### config.mk
export PLATFORM = sky130hd
export DESIGN_NAME = addsub_pipe_nbit_flat
export DESIGN_NICKNAME = d
export VERILOG_FILES = /design/src/rtl/addsub_pipe_nbit_if.sv /design/src/rtl/addsub_pipe_nbit.sv /design/src/flat_wrapper.sv
export SDC_FILE = /design/constraint.sdc
export NUM_CORES = 1
export LEC_CHECK = 0
export BUFFER_PORTS_ARGS = -buffer_cell sky130_fd_sc_hd__buf_2
export CORE_UTILIZATION = 57
export CTS_CLUSTER_DIAMETER = 50
export DETAILED_ROUTE_END_ITERATION = 6
export PLACE_DENSITY = 0.74
export SLEW_MARGIN = 10
export SYNTH_ARGS = -nofsm -noshare
export SYNTH_HDL_FRONTEND = slang
export SYNTH_SLANG_ARGS = --single-unit
### constraint.sdc
create_clock -name clk -period 2.1 [get_ports clk]
set_input_delay 0 -clock clk [delete_from_list [all_inputs] [get_ports clk]]
set_output_delay 0 -clock clk [all_outputs]
set_load 0.05 [all_outputs]
### src/rtl/addsub_pipe_nbit_if.sv
// Operand/result stream for the pipelined adder/subtractor.
// The master drives operands and accepts results; the slave is the datapath.
interface addsub_pipe_nbit_if #(
  parameter int N = 16
);
  logic         in_valid;
  logic         in_ready;
  logic [N-1:0] x;
  logic [N-1:0] y;
  logic         add_n;
  logic         sat;
  logic         out_valid;
  logic         out_ready;
  logic [N-1:0] s;
  logic         c_out;
  logic         ovf;
  logic         zero;

  modport master (
    output in_valid, x, y, add_n, sat, out_ready,
    input  in_ready, out_valid, s, c_out, ovf, zero
  );

  modport slave (
    input  in_valid, x, y, add_n, sat, out_ready,
    output in_ready, out_valid, s, c_out, ovf, zero
  );
endinterface

### src/rtl/addsub_pipe_nbit.sv
// Pipelined two's-complement adder/subtractor.
// Operands are captured in an input rank, then one CHUNK-bit ripple slice is
// resolved per stage. The untouched upper operand bits and the partial sum ride
// along in skew registers. The last slice feeds a reset output rank that holds
// the raw sum, carry and signed overflow. Saturation and zero are combinational
// off that rank. A stalled output freezes the whole pipe.
module addsub_pipe_nbit #(
  parameter int N     = 16,
  parameter int CHUNK = 4
) (
  input logic               clk,
  input logic               rst,
  addsub_pipe_nbit_if.slave bus
);
  localparam int STAGES = N / CHUNK;
  localparam int L      = STAGES - 1;
  localparam logic signed [N-1:0] SMAX = {1'b0, {(N-1){1'b1}}};
  localparam logic signed [N-1:0] SMIN = {1'b1, {(N-1){1'b0}}};

  // Adds slice k of a and b plus cin, and merges it into the accumulated lower
  // result. Returns {carry out of the slice, updated sum}.
  function automatic logic [N:0] add_slice(input logic [N-1:0] a, input logic [N-1:0] b,
                                           input logic [N-1:0] acc, input logic cin,
                                           input int k);
    logic [CHUNK:0] t;
    t = {1'b0, CHUNK'(a >> (k * CHUNK))} + {1'b0, CHUNK'(b >> (k * CHUNK))}
      + {{CHUNK{1'b0}}, cin};
    return {t[CHUNK], acc | (N'(t[CHUNK-1:0]) << (k * CHUNK))};
  endfunction

  // A negative raw result on overflow means the true value went positive past max.
  function automatic logic signed [N-1:0] saturate(input logic signed [N-1:0] raw,
                                                   input logic ovf, input logic en);
    if (en && ovf) return raw[N-1] ? SMAX : SMIN;
    return raw;
  endfunction

  logic w_adv;

  // Per-slice sources (rank feeding slice k) and slice results.
  logic [N-1:0] w_x_src   [STAGES];
  logic [N-1:0] w_yi_src  [STAGES];
  logic [N-1:0] w_sum_src [STAGES];
  logic         w_c_src   [STAGES];
  logic         w_sat_src [STAGES];
  logic         w_vld_src [STAGES];
  logic [N-1:0] w_sum_nx  [STAGES];
  logic         w_c_nx    [STAGES];
  logic         w_ovf_nx;

  logic         r_vld_p0, r_cin_p0, r_sat_p0;
  logic [N-1:0] r_x_p0, r_yi_p0;

  logic                r_vld_o, r_c_o, r_ovf_o, r_sat_o;
  logic signed [N-1:0] r_raw_o;
  logic signed [N-1:0] w_s;

  // ---- input rank: operands captured, y pre-inverted for subtract ----
  // Valid bit of the input rank; cleared by reset, held during a stall.
  always_ff @(posedge clk) begin
    if (rst)        r_vld_p0 <= 1'b0;
    else if (w_adv) r_vld_p0 <= bus.in_valid;
  end

  // Operand capture; carry-in of slice 0 is add_n (two's-complement negate).
  always_ff @(posedge clk) begin
    if (w_adv) begin
      r_x_p0   <= bus.x;
      r_yi_p0  <= bus.y ^ {N{bus.add_n}};
      r_cin_p0 <= bus.add_n;
      r_sat_p0 <= bus.sat;
    end
  end

  assign w_x_src[0]   = r_x_p0;
  assign w_yi_src[0]  = r_yi_p0;
  assign w_sum_src[0] = '0;
  assign w_c_src[0]   = r_cin_p0;
  assign w_sat_src[0] = r_sat_p0;
  assign w_vld_src[0] = r_vld_p0;

  for (genvar k = 0; k < STAGES; k++) begin : g_add
    assign {w_c_nx[k], w_sum_nx[k]} =
      add_slice(w_x_src[k], w_yi_src[k], w_sum_src[k], w_c_src[k], k);
  end

  // ---- slice ranks 0..STAGES-2: partial sum plus skewed operands ----
  for (genvar k = 0; k < L; k++) begin : g_mid
    logic         r_vld_p, r_c_p, r_sat_p;
    logic [N-1:0] r_x_p, r_yi_p, r_sum_p;

    // Slice valid bit; bubbles travel as valid=0.
    always_ff @(posedge clk) begin
      if (rst)        r_vld_p <= 1'b0;
      else if (w_adv) r_vld_p <= w_vld_src[k];
    end

    // Slice data: chunk k resolved, everything else carried forward.
    always_ff @(posedge clk) begin
      if (w_adv) begin
        r_x_p   <= w_x_src[k];
        r_yi_p  <= w_yi_src[k];
        r_sum_p <= w_sum_nx[k];
        r_c_p   <= w_c_nx[k];
        r_sat_p <= w_sat_src[k];
      end
    end

    assign w_x_src[k+1]   = r_x_p;
    assign w_yi_src[k+1]  = r_yi_p;
    assign w_sum_src[k+1] = r_sum_p;
    assign w_c_src[k+1]   = r_c_p;
    assign w_sat_src[k+1] = r_sat_p;
    assign w_vld_src[k+1] = r_vld_p;
  end

  // Carry into the MSB is recovered from the MSB's own sum bit.
  assign w_ovf_nx = (w_x_src[L][N-1] ^ w_yi_src[L][N-1] ^ w_sum_nx[L][N-1]) ^ w_c_nx[L];

  // ---- output rank: raw sum, carry, overflow; visible fields reset to zero ----
  // Output rank, loaded from the last slice whenever the pipe advances.
  always_ff @(posedge clk) begin
    if (rst) begin
      r_vld_o <= 1'b0;
      r_raw_o <= '0;
      r_c_o   <= 1'b0;
      r_ovf_o <= 1'b0;
      r_sat_o <= 1'b0;
    end else if (w_adv) begin
      r_vld_o <= w_vld_src[L];
      r_raw_o <= w_sum_nx[L];
      r_c_o   <= w_c_nx[L];
      r_ovf_o <= w_ovf_nx;
      r_sat_o <= w_sat_src[L];
    end
  end

  assign w_adv         = !(r_vld_o && !bus.out_ready);
  assign w_s           = saturate(r_raw_o, r_ovf_o, r_sat_o);
  assign bus.in_ready  = w_adv;
  assign bus.out_valid = r_vld_o;
  assign bus.s         = w_s;
  assign bus.c_out     = r_c_o;
  assign bus.ovf       = r_ovf_o;
  assign bus.zero      = r_vld_o && (w_s == '0);
endmodule

### src/flat_wrapper.sv
// flat-port wrapper written by rule: the top's interface ports become plain ports
module addsub_pipe_nbit_flat 
#(
  parameter int N     = 16,
  parameter int CHUNK = 4
)
  (clk, rst, bus_in_valid, bus_x, bus_y, bus_add_n, bus_sat, bus_out_ready, bus_in_ready, bus_out_valid, bus_s, bus_c_out, bus_ovf, bus_zero);
  addsub_pipe_nbit_if #(.N(N)) bus_i ();
  input logic clk;
  input logic rst;
  input wire logic [$bits(bus_i.in_valid)-1:0] bus_in_valid;
  input wire logic [$bits(bus_i.x)-1:0] bus_x;
  input wire logic [$bits(bus_i.y)-1:0] bus_y;
  input wire logic [$bits(bus_i.add_n)-1:0] bus_add_n;
  input wire logic [$bits(bus_i.sat)-1:0] bus_sat;
  input wire logic [$bits(bus_i.out_ready)-1:0] bus_out_ready;
  output wire logic [$bits(bus_i.in_ready)-1:0] bus_in_ready;
  output wire logic [$bits(bus_i.out_valid)-1:0] bus_out_valid;
  output wire logic [$bits(bus_i.s)-1:0] bus_s;
  output wire logic [$bits(bus_i.c_out)-1:0] bus_c_out;
  output wire logic [$bits(bus_i.ovf)-1:0] bus_ovf;
  output wire logic [$bits(bus_i.zero)-1:0] bus_zero;
  assign bus_i.in_valid = bus_in_valid;
  assign bus_i.x = bus_x;
  assign bus_i.y = bus_y;
  assign bus_i.add_n = bus_add_n;
  assign bus_i.sat = bus_sat;
  assign bus_i.out_ready = bus_out_ready;
  assign bus_in_ready = bus_i.in_ready;
  assign bus_out_valid = bus_i.out_valid;
  assign bus_s = bus_i.s;
  assign bus_c_out = bus_i.c_out;
  assign bus_ovf = bus_i.ovf;
  assign bus_zero = bus_i.zero;
  addsub_pipe_nbit #(.N(N), .CHUNK(CHUNK)) u_core (.clk(clk), .rst(rst), .bus(bus_i));
endmodule
==> qor.log <==
qor: power_and_ir_drop.peakVddDrop 0.718 mV
qor: placement.numPlacedInstances 473
qor: placement.buffer_ports.inserted 58
qor: cells_and_area.stdcell_area 0.00643 mm2
qor: drt.antenna_left 0
qor: sta.timing_worst_slew_pin_value 0.502 ns
qor: cells_and_area.final_net_count 479
qor: global_route.grt_first_pass_wirelength 12000 um
qor: clock_tree.tritoncts yes
qor: drt.via_per_inst 5.01
qor: floorplanning.fp.coreArea 0.00868 mm2
qor: sta.finalHoldViolations 0
qor: global_route.antenna_found_initial 0
qor: cells_and_area.syn_to_final_growth 27.0%
qor: sta.rsz_0062_raised_after_global_routing no
qor: floorplanning.die_h 96.3 um
qor: floorplanning.top_level_ports 59
qor: yosys.ys_async_sr_fraction 0%
qor: placement.dpl.hpwl 4200 um
qor: setup_path.reg2reg_from u_core.g_mid[2].r_yi_p[12]
qor: drt.dr_wl_met2 4040 um
qor: clock_tree.clock_transition_time_at_the_flip_flop_clock_pins_of_the_worst_setup_and_hold_paths 0.06 ns
qor: placement.routability_congestion 0.736
qor: yosys.seq_area_frac_synth 75.9%
qor: yosys.synth_top_flop_cell sky130_fd_sc_hd__edfxtp_1
qor: setup_path.critical_path.reg2reg.endpoint u_core.bus.ovf
qor: placement.place_worst_setup_slack 0.0820 ns
qor: yosys.netlist_top_cells_count 112 x sky130_fd_sc_hd__edfxtp_1, 39 x sky130_fd_sc_hd__nand2_1, 24 x sky130_fd_sc_hd__dfxtp_1
qor: setup_path.worst-setup-path-type reg -> reg
qor: yosys.yosysUniqueCellTypes 28
qor: clock_tree.cts_sinks 136
qor: setup_path.timing.critical_path.required 2.53 ns
qor: yosys.post_synthesis_net_count 372
qor: yosys.syn_avg_cell_area 16.1 um2
qor: yosys.post_synth_inst_count 314
qor: clock_tree.cts-buffers-inserted 17
qor: sta.achievable-frequency 495 MHz
qor: setup_path.rr_worst_depth 6
qor: yosys.synth_seq_cells 136
qor: floorplanning.start_util 58.4%
qor: global_route.vias_in_the_first_global_route 2681
qor: cells_and_area.final_layout_size_suffix_gt1_share 22.6%
qor: sta.layout_worst_path_cycle_share 96.1%
qor: yosys.yosys.area.top_type sky130_fd_sc_hd__edfxtp_1
qor: yosys.yosys.cell_count.top_type sky130_fd_sc_hd__edfxtp_1
qor: drt.avgRoutedWirePerCell 14.1 um
qor: drt.detail_route.wirelength.met1 3120 um
qor: setup_path.timing.critical_path.arrival 2.45 ns
qor: yosys.synth_enable_flop_cells 112
qor: yosys.synth_area_leaders sky130_fd_sc_hd__edfxtp_1 66%, sky130_fd_sc_hd__dfxtp_1 9.5%, sky130_fd_sc_hd__a21o_1 3.3%
qor: power_and_ir_drop.power_density 1100 mW/mm2
qor: yosys.synth_cell_area 0.00506 mm2
qor: global_route.gr-total-overflow 0
qor: status.status finished clean
qor: drt.drtPass1Iterations 4
qor: cells_and_area.num-fill-cells 545
qor: cells_and_area.finalNonFillerCells 542
qor: clock_tree.post_cts_buffers 0
qor: clock_tree.cts_root_buffer sky130_fd_sc_hd__clkbuf_8
qor: drt.met3RoutedLength 319 um
qor: power_and_ir_drop.p_leak 2.74 nW
qor: cells_and_area.num_antenna_cells 0
qor: sta.slew_viol_final 0
qor: clock_tree.htreeDepth 4
qor: global_route.groute.usage.overall 18.5%
qor: sta.timing.final.crit_period 2.02 ns
qor: sta.final.setup.worst_slack 0.0817 ns
qor: sta.maxSlewHeadroom 66.4%
qor: floorplanning.floorplan.die.width 96.3 um
qor: setup_path.critical_path_peak_fanout 2
qor: setup_path.timing.critical_path.to_type register
qor: drt.routed_wl 7620 um
qor: clock_tree.clockBufferDepth 2
qor: floorplanning.std_cell_rows 34
qor: setup_path.cp-startpoint u_core.g_mid[2].r_yi_p[12]
qor: yosys.area_fraction_of_the_dominant_cell_type_after_synthesis 66.4%
qor: min_path.holdCritPathClass in -> reg
qor: sta.worst_clock_skew 0.00774 ns
qor: setup_path.crit_path_start_kind register
qor: global_route.grt_max_degree 33
qor: drt.detail_route.iter0.violations 124
qor: drt.drc 0
qor: drt.highest-signal-layer met4
qor: cells_and_area.final_core_utilization 74.1%
qor: floorplanning.die_area 0.00927 mm2
qor: setup_path.setup.reg_to_reg.worst_slack 0.08 ns
qor: drt.routed-via-count 2714
qor: run.cap_violations 0
qor: placement.place_area 0.00552 mm2
qor: sta.final.setup.tns 0 ns
qor: sta.setup_viol 0
qor: clock_tree.insertion_delay 0.51 ns
qor: setup_path.setup.worst_path.end u_core.bus.ovf
qor: yosys.ys_warn_count 0
==> through the flow <==
step,hold WS [ns],power (mW)
3_5_place_dp,0.178,4.40
4_1_cts,0.170,7.11
5_1_grt,0.183,7.35
2_1_floorplan,0.0989,4.17
3_3_place_gp,0.177,4.36
6_report,0.198,7.06
==> cell type report <==
class,count,area [um2],area share (%)
sequential,136,3840,59.7
multi-input combinational,157,1130,17.6
timing repair buffer,100,748,11.6
clock buffer,20,435,6.77
tap,108,135,2.10
clock inverter,12,104,1.61
inverter,9,36.3,0.564
==> registers in the layout (all words and copies together), names as in the netlist <==
name / count
u_core.bus.c_out: 1
u_core.bus.out_valid: 1
u_core.bus.ovf: 1
u_core.g_mid.r_c_p: 3
u_core.g_mid.r_sat_p: 3
u_core.g_mid.r_sum_p: 24
u_core.g_mid.r_vld_p: 3
u_core.g_mid.r_x_p: 24
u_core.g_mid.r_yi_p: 24
u_core.r_cin_p0: 1
u_core.r_raw_o: 16
u_core.r_sat_o: 1
u_core.r_sat_p0: 1
u_core.r_vld_p0: 1
u_core.r_x_p0: 16
u_core.r_yi_p0: 16
==> layout by cell type (no fill, tap or decap), types with 12 or more instances in the layout <==
cell type	n
sky130_fd_sc_hd__a21o_1	22
sky130_fd_sc_hd__a21oi_1	22
sky130_fd_sc_hd__dlygate4sd3_1	37
sky130_fd_sc_hd__edfxtp_1	112
sky130_fd_sc_hd__xor2_1	18
sky130_fd_sc_hd__ha_1	12
sky130_fd_sc_hd__dfxtp_1	24
sky130_fd_sc_hd__clkbuf_16	16
sky130_fd_sc_hd__buf_2	58
sky130_fd_sc_hd__nand2_1	39
==> where the power goes <==
part | internal, mW | total [mW] | switching [mW]
Sequential | 3.35 | 3.52 | 0.166
Combinational | 0.357 | 0.903 | 0.547
Clock | 1.59 | 2.64 | 1.05
Total | 5.30 | 7.06 | 1.76
==> worst min path at each step <==
stage | start | to | slack [ns] | depth (start not counted)
2_1_floorplan | bus_add_n | u_core.r_cin_p0 | 0.1 | 0
3_3_place_gp | bus_x[10] | u_core.r_x_p0[10] | 0.18 | 1
3_5_place_dp | bus_x[7] | u_core.r_x_p0[7] | 0.18 | 1
4_1_cts | bus_x[3] | u_core.r_x_p0[3] | 0.17 | 2
5_1_grt | bus_x[11] | u_core.r_x_p0[11] | 0.18 | 2
6_report | bus_x[7] | u_core.r_x_p0[7] | 0.20 | 2
==> cells by family after synthesis <==
group	share of synthesized area, %
flops	75.9
simple gates	4.99
compound gates	6.67
xor+xnor	4.50
buf+inv	1.83
fa+ha+maj	6.13
==> worst max-delay path: stages (launching register included) <==
cell and delay, ns:
sky130_fd_sc_hd__edfxtp_1 0.42, sky130_fd_sc_hd__fa_2 0.45, sky130_fd_sc_hd__fa_1 0.42, sky130_fd_sc_hd__a21o_1 0.18
sky130_fd_sc_hd__a21oi_2 0.17, sky130_fd_sc_hd__xnor2_1 0.09, sky130_fd_sc_hd__a211oi_2 0.20
==> metal layers <==
| layer | up-vias | GRT usage (%) |
|---|---|---|
| met1 | 1282 | 19.8 |
| met3 | 12 | 5.21 |
| li1 | 1348 | - |
| met4 | 0 | 10.1 |
| met2 | 72 | 32.9 |
| met5 | - | 0 |
==> what timing repair did <==
action                                  in CTS  in global routing
gates resized for setup                      1                  0
hold endpoints to repair                    57                  0
endpoints found under the setup margin       1                  0
hold buffers                                37                  0
Note: power is estimated with default switching activity, not from simulation.
